<file path="config.mk">
export PLATFORM = sky130hd
export DESIGN_NAME = uart_axil_master
export DESIGN_NICKNAME = d
export VERILOG_FILES = /design/src/rtl/uart_axil_master.sv
export SDC_FILE = /design/constraint.sdc
export NUM_CORES = 1
export LEC_CHECK = 0
export CAP_MARGIN = 20
export CORE_UTILIZATION = 45
export CTS_CLUSTER_DIAMETER = 50
export DETAILED_ROUTE_END_ITERATION = 16
export DONT_BUFFER_PORTS = 1
export GPL_TIMING_DRIVEN = 0
export PLACE_DENSITY = 0.59
export SYNTH_ARGS = -nofsm -noshare
export SYNTH_HDL_FRONTEND = slang
export SYNTH_SLANG_ARGS = --single-unit
</file>
<file path="constraint.sdc">
create_clock -name clk -period 2.2 [get_ports clk]
set_input_delay 0.44 -clock clk [delete_from_list [all_inputs] [get_ports clk]]
set_output_delay 0.44 -clock clk [all_outputs]
set_load 0.01 [all_outputs]
</file>
<file path="src/rtl/uart_axil_master.sv">
// uart_axil_master: bridges a byte-oriented UART command stream ('W'/'R' + address [+ data])
// onto an AXI-Lite master port and returns a status byte (plus read data) over tx.
module uart_axil_master #(
    parameter int TIMEOUT = 100000
) (
    input  logic        clk,
    input  logic        reset_n,
    input  logic [7:0]  rx_data,
    input  logic        rx_valid,
    output logic [7:0]  tx_data,
    output logic        tx_valid,
    input  logic        tx_ready,
    output logic [31:0] m_axil_awaddr,
    output logic [2:0]  m_axil_awprot,
    output logic        m_axil_awvalid,
    input  logic        m_axil_awready,
    output logic [31:0] m_axil_wdata,
    output logic [3:0]  m_axil_wstrb,
    output logic        m_axil_wvalid,
    input  logic        m_axil_wready,
    input  logic [1:0]  m_axil_bresp,
    input  logic        m_axil_bvalid,
    output logic        m_axil_bready,
    output logic [31:0] m_axil_araddr,
    output logic [2:0]  m_axil_arprot,
    output logic        m_axil_arvalid,
    input  logic        m_axil_arready,
    input  logic [31:0] m_axil_rdata,
    input  logic [1:0]  m_axil_rresp,
    input  logic        m_axil_rvalid,
    output logic        m_axil_rready,
    output logic        overrun
);
    typedef enum logic [2:0] {IDLE, ADDR, DATA, WR_REQ, WR_RESP, RD_REQ, RD_RESP, SEND} state_t;
    localparam int IW = $clog2(TIMEOUT + 1);

    state_t        state;
    logic          is_rd;
    logic [2:0]    cnt;
    logic [IW-1:0] idle_cnt;
    logic [31:0]   addr, data, shift;

    assign m_axil_awaddr = addr;
    assign m_axil_araddr = addr;
    assign m_axil_wdata  = data;
    assign m_axil_awprot = 3'b000;
    assign m_axil_arprot = 3'b000;
    assign m_axil_wstrb  = 4'hF;

    always_ff @(posedge clk or negedge reset_n) begin
        if (!reset_n) begin
            state          <= IDLE;
            is_rd          <= 1'b0;
            cnt            <= '0;
            idle_cnt       <= '0;
            addr           <= '0;
            data           <= '0;
            shift          <= '0;
            tx_data        <= '0;
            tx_valid       <= 1'b0;
            m_axil_awvalid <= 1'b0;
            m_axil_wvalid  <= 1'b0;
            m_axil_bready  <= 1'b0;
            m_axil_arvalid <= 1'b0;
            m_axil_rready  <= 1'b0;
            overrun        <= 1'b0;
        end else begin
            overrun <= rx_valid && (state inside {WR_REQ, WR_RESP, RD_REQ, RD_RESP, SEND});
            case (state)
                IDLE: if (rx_valid && (rx_data == 8'h57 || rx_data == 8'h52)) begin
                    is_rd    <= rx_data == 8'h52;
                    cnt      <= '0;
                    idle_cnt <= '0;
                    state    <= ADDR;
                end
                ADDR, DATA: if (rx_valid) begin
                    idle_cnt <= '0;
                    cnt      <= cnt + 3'd1;
                    if (state == ADDR) addr <= {addr[23:0], rx_data};
                    else data <= {data[23:0], rx_data};
                    if (cnt == 3'd3) begin
                        cnt <= '0;
                        if (state == DATA) begin
                            state          <= WR_REQ;
                            m_axil_awvalid <= 1'b1;
                            m_axil_wvalid  <= 1'b1;
                        end else if (is_rd) begin
                            state          <= RD_REQ;
                            m_axil_arvalid <= 1'b1;
                        end else begin
                            state <= DATA;
                        end
                    end
                end else if (idle_cnt == IW'(TIMEOUT - 1)) begin
                    idle_cnt <= '0;
                    state    <= IDLE;
                end else begin
                    idle_cnt <= idle_cnt + 1'b1;
                end
                // AW and W complete independently; move on once neither is still pending
                WR_REQ: begin
                    if (m_axil_awready) m_axil_awvalid <= 1'b0;
                    if (m_axil_wready) m_axil_wvalid <= 1'b0;
                    if ((!m_axil_awvalid || m_axil_awready) && (!m_axil_wvalid || m_axil_wready)) begin
                        m_axil_bready <= 1'b1;
                        state         <= WR_RESP;
                    end
                end
                WR_RESP: if (m_axil_bvalid) begin
                    m_axil_bready <= 1'b0;
                    tx_data       <= (m_axil_bresp == 2'b00) ? 8'h4B : 8'h45;
                    tx_valid      <= 1'b1;
                    cnt           <= '0;
                    state         <= SEND;
                end
                RD_REQ: if (m_axil_arready) begin
                    m_axil_arvalid <= 1'b0;
                    m_axil_rready  <= 1'b1;
                    state          <= RD_RESP;
                end
                RD_RESP: if (m_axil_rvalid) begin
                    m_axil_rready <= 1'b0;
                    shift         <= m_axil_rdata;
                    tx_data       <= (m_axil_rresp == 2'b00) ? 8'h4B : 8'h45;
                    tx_valid      <= 1'b1;
                    cnt           <= '0;
                    state         <= SEND;
                end
                SEND: if (tx_ready) begin
                    tx_data <= shift[31:24];
                    shift   <= {shift[23:0], 8'h00};
                    cnt     <= cnt + 3'd1;
                    if (cnt == (is_rd ? 3'd4 : 3'd0)) begin
                        tx_valid <= 1'b0;
                        state    <= IDLE;
                    end
                end
                default: state <= IDLE;
            endcase
        end
    end
endmodule

</file>
==> impl_metrics.py <==
metrics = {
    "setup_path": {
        "cp.arrival_ps": 2390,
        "r2r_slack_ps": 120,
        "worstSetupPathType": "reg2reg",
        "worstPathRequired_ps": 2510,
        "start_kind": "flop",
        "crit_path_start": "idle_cnt[14]",
        "crit_fanout": 10,
        "slowest_stage": "or4_4",
        "timing.critical_path.slowest_cell_delay_ps": 550,
        "r2r_start": "idle_cnt[14]",
        "crit_chain": "or4_4 > nor4_4 > or2_1 > buf_6 > nand4_1 > a32o_1",
        "end_kind": "flop",
    },
    "global_routing": {
        "grt_max_degree": 136,
        "grt_usage": 0.1989,
        "antenna_found_initial": 0,
        "globalRouteOverflowTotal": 0,
        "grt_pass1_vias": 4332,
        "grt_pass1_wl_um": 22170,
    },
    "logic_synthesis": {
        "yosysTopAreaCellShare": 0.5279,
        "synth_area_leaders": "dfrtp_1 (53%), mux2_2 (11%), buf_4 (5.2%)",
        "synthXorXnorAreaFrac": 0.009580,
        "synth.distinct_cells": 53,
        "syn-cell-area_mm2": 0.006400,
        "synth_top_cell_by_area": "dfrtp_1",
        "async_flop_share": 1.000,
        "synthesis.instances": 576,
        "synth_top_family_by_area": "multiplexers",
        "ys_warn_count": 0,
        "synthSimpleGateAreaFrac": 0.1191,
        "avgSynthCellArea_um2": 11.11,
        "synthAdderAreaFrac": 0.009775,
        "ys.flop_type": "dfrtp_1",
        "synth-edff-count": 0,
        "synth-compound-area-share": 0.09775,
        "ys_ff_latch": 135,
        "ys_seq_area_frac": 0.5279,
        "synth_mux_area_frac": 0.1582,
    },
    "die": {
        "ios": 174,
        "die_w_um": 121.3,
        "core_area_mm2": 0.01388,
        "dieArea_mm2": 0.01470,
        "rows": 43,
        "fp.dieH_um": 121.3,
        "start_util": 0.4611,
    },
    "final_layout": {
        "nets": 661,
        "final.fill_count": 1262,
        "drive_above_1_share": 0.2760,
        "diodes": 0,
        "syn_to_final_growth_pct": 13.67,
    },
    "clocking": {
        "cts_root_buf": "clkbuf_16",
        "insertion_delay_ps": 420,
        "clkSlewWorstSetupHoldPaths_ps": 60,
        "cts_tree": "yes",
        "clock_path_buffers": 2,
        "clock-sinks": 135,
        "postCtsSetupRepairBufs": 0,
        "cts_buffers": 17,
        "cts_max_level": 4,
    },
    "timing": {
        "setup_viol": 0,
        "maxSlewViolCount": 0,
        "fin_tns_setup_ps": 0,
        "fin_crit_ps": 2083,
        "fin_crit_sh": 0.9470,
        "max_freq_ghz": 0.4800,
        "relSlewSlack": 0.5293,
        "rsz0062_at_grt": "no",
        "hold_ws_ps": -279.5,
        "report.final.hold_viol_count": 135,
        "skew_ps": 8.497,
        "tightest_slew_ps": 706.0,
    },
    "routing": {
        "dr.pass1.iters": 5,
        "ant_nets": 0,
        "drt_iter0_drc": 214,
        "num_vias": 4308,
        "drc": 0,
        "wl_um": 13960,
        "avgRoutedWirePerCell_um": 17.53,
        "vias_per_cell": 5.412,
    },
    "placed_design": {
        "gp_congestion": 0.8565,
        "dp_hpwl_um": 9984,
        "port_buffers": 0,
    },
    "pwr": {
        "cellLeakagePower_nw": 3.344,
        "powerDensity_mw_per_mm2": 1469,
        "ir_drop_v": 0.0006723,
    },
    "job": {
        "max_cap_viol_count": 0,
    },
    "outcome": {
        "status": "finished, violations left",
        "violations": "negative hold slack",
    },
    "min_path": {
        "hold_path_class": "in2async",
    },
}
[worst max-delay path, delay by kind of cell (launching register included)]
family          cells  cell delay (ps)
flops               1              400
buf+inv             1              140
compound gates      1              210
simple gates        4             1220
[per-layer routing]
layer / GRT usage / wire, µm / vias up
li1: - / - / 2017
met1: 0.2456 / 5830 / 2151
met2: 0.3239 / 7041 / 125
met3: 0.06250 / 924 / 15
met4: 0.07716 / 157 / 0
met5: 0 / 0 / -
[per-stage QoR]
step	setup slack [ps]	power [mW]	std cells	instance area (µm²)	util
floorplan	280.6	7.049	584	6430	-
global placement	70.23	7.754	764	6655	0.4794
detailed placement	24.79	7.861	764	6655	0.4794
CTS	64.56	10.79	796	7261	0.5231
global route	31.26	11.36	796	7274	0.5241
finish	116.7	10.69	796	7274	0.5241
[cell type report]
type                    count  area (µm²)  area share
flip-flops and latches    135        3378      0.4644
multi-input cells         368        2567      0.3529
plain buffers              71       460.4     0.06330
clock buffers              20       456.7     0.06278
well taps                 180       225.2     0.03096
clock inverters            12       148.9     0.02047
inverters                  10       37.54    0.005160
[cells by family after synthesis]
kind of cell,Yosys count
compound gates,102
xor+xnor,7
fa+ha+maj,5
buf+inv,81
flops,135
mux,93
other cells,2
simple gates,151
[report_power, final]
| part | switching [mW] | total, mW | internal [mW] |
|---|---|---|---|
| clock network | 1.04 | 2.88 | 1.84 |
| logic | 1.63 | 3.20 | 1.57 |
| registers | 1.14 | 4.61 | 3.46 |
| total | 3.81 | 10.7 | 6.88 |
[path summary, 6_finish.rpt]
kind / to / cells after the start
min: idle_cnt[5] / 0
max in group asynchronous: tx_data[0] / 0
max: state[0] / 6
min in group clk: is_rd / 1
min reg2reg: shift[26] / 2
max reg2reg: state[0] / 6
[sequential cells by signal, indices dropped and copies added, names as in the netlist]
register,flops
cnt,3
idle_cnt,17
is_rd,1
m_axil_araddr,32
m_axil_arvalid,1
m_axil_awvalid,1
m_axil_bready,1
m_axil_rready,1
m_axil_wdata,32
m_axil_wvalid,1
overrun,1
shift,32
state,3
tx_data,8
tx_valid,1
[layout by cell type (no fill, tap or decap), types with 5 or more instances in the layout]
cell / count
buf_2: 11
nor2_1: 21
nand4_1: 8
ha_1: 5
a21oi_1: 14
nand2_1: 59
mux2_2: 65
mux2i_1: 28
inv_1: 10
clkbuf_16: 17
o21ai_0: 51
and3_1: 5
nand2b_1: 5
conb_1: 10
buf_4: 44
nand3_1: 10
a22o_1: 10
nor3_1: 10
nor2b_1: 10
o31ai_1: 5
a21o_1: 5
a31oi_1: 5
clkbuf_1: 8
clkbuf_2: 6
xor2_1: 6
dfrtp_1: 135
clkinv_2: 5
[synth_stat cells (all sizes together) (12+ instances only)]
library cell,instances
buf,59
clkbuf,12
nor2,23
mux2i,28
nand2,60
mux2,65
o21ai,52
dfrtp,135
a21oi,15
[timing repair]
| item | 4_1_cts | 5_1_grt |
|---|---|---|
| endpoints found under the setup margin | 0 | 38 |
| resized for setup | 0 | 13 |
| hold endpoints to repair | 135 | 135 |
(Power assumes the default switching activity.)
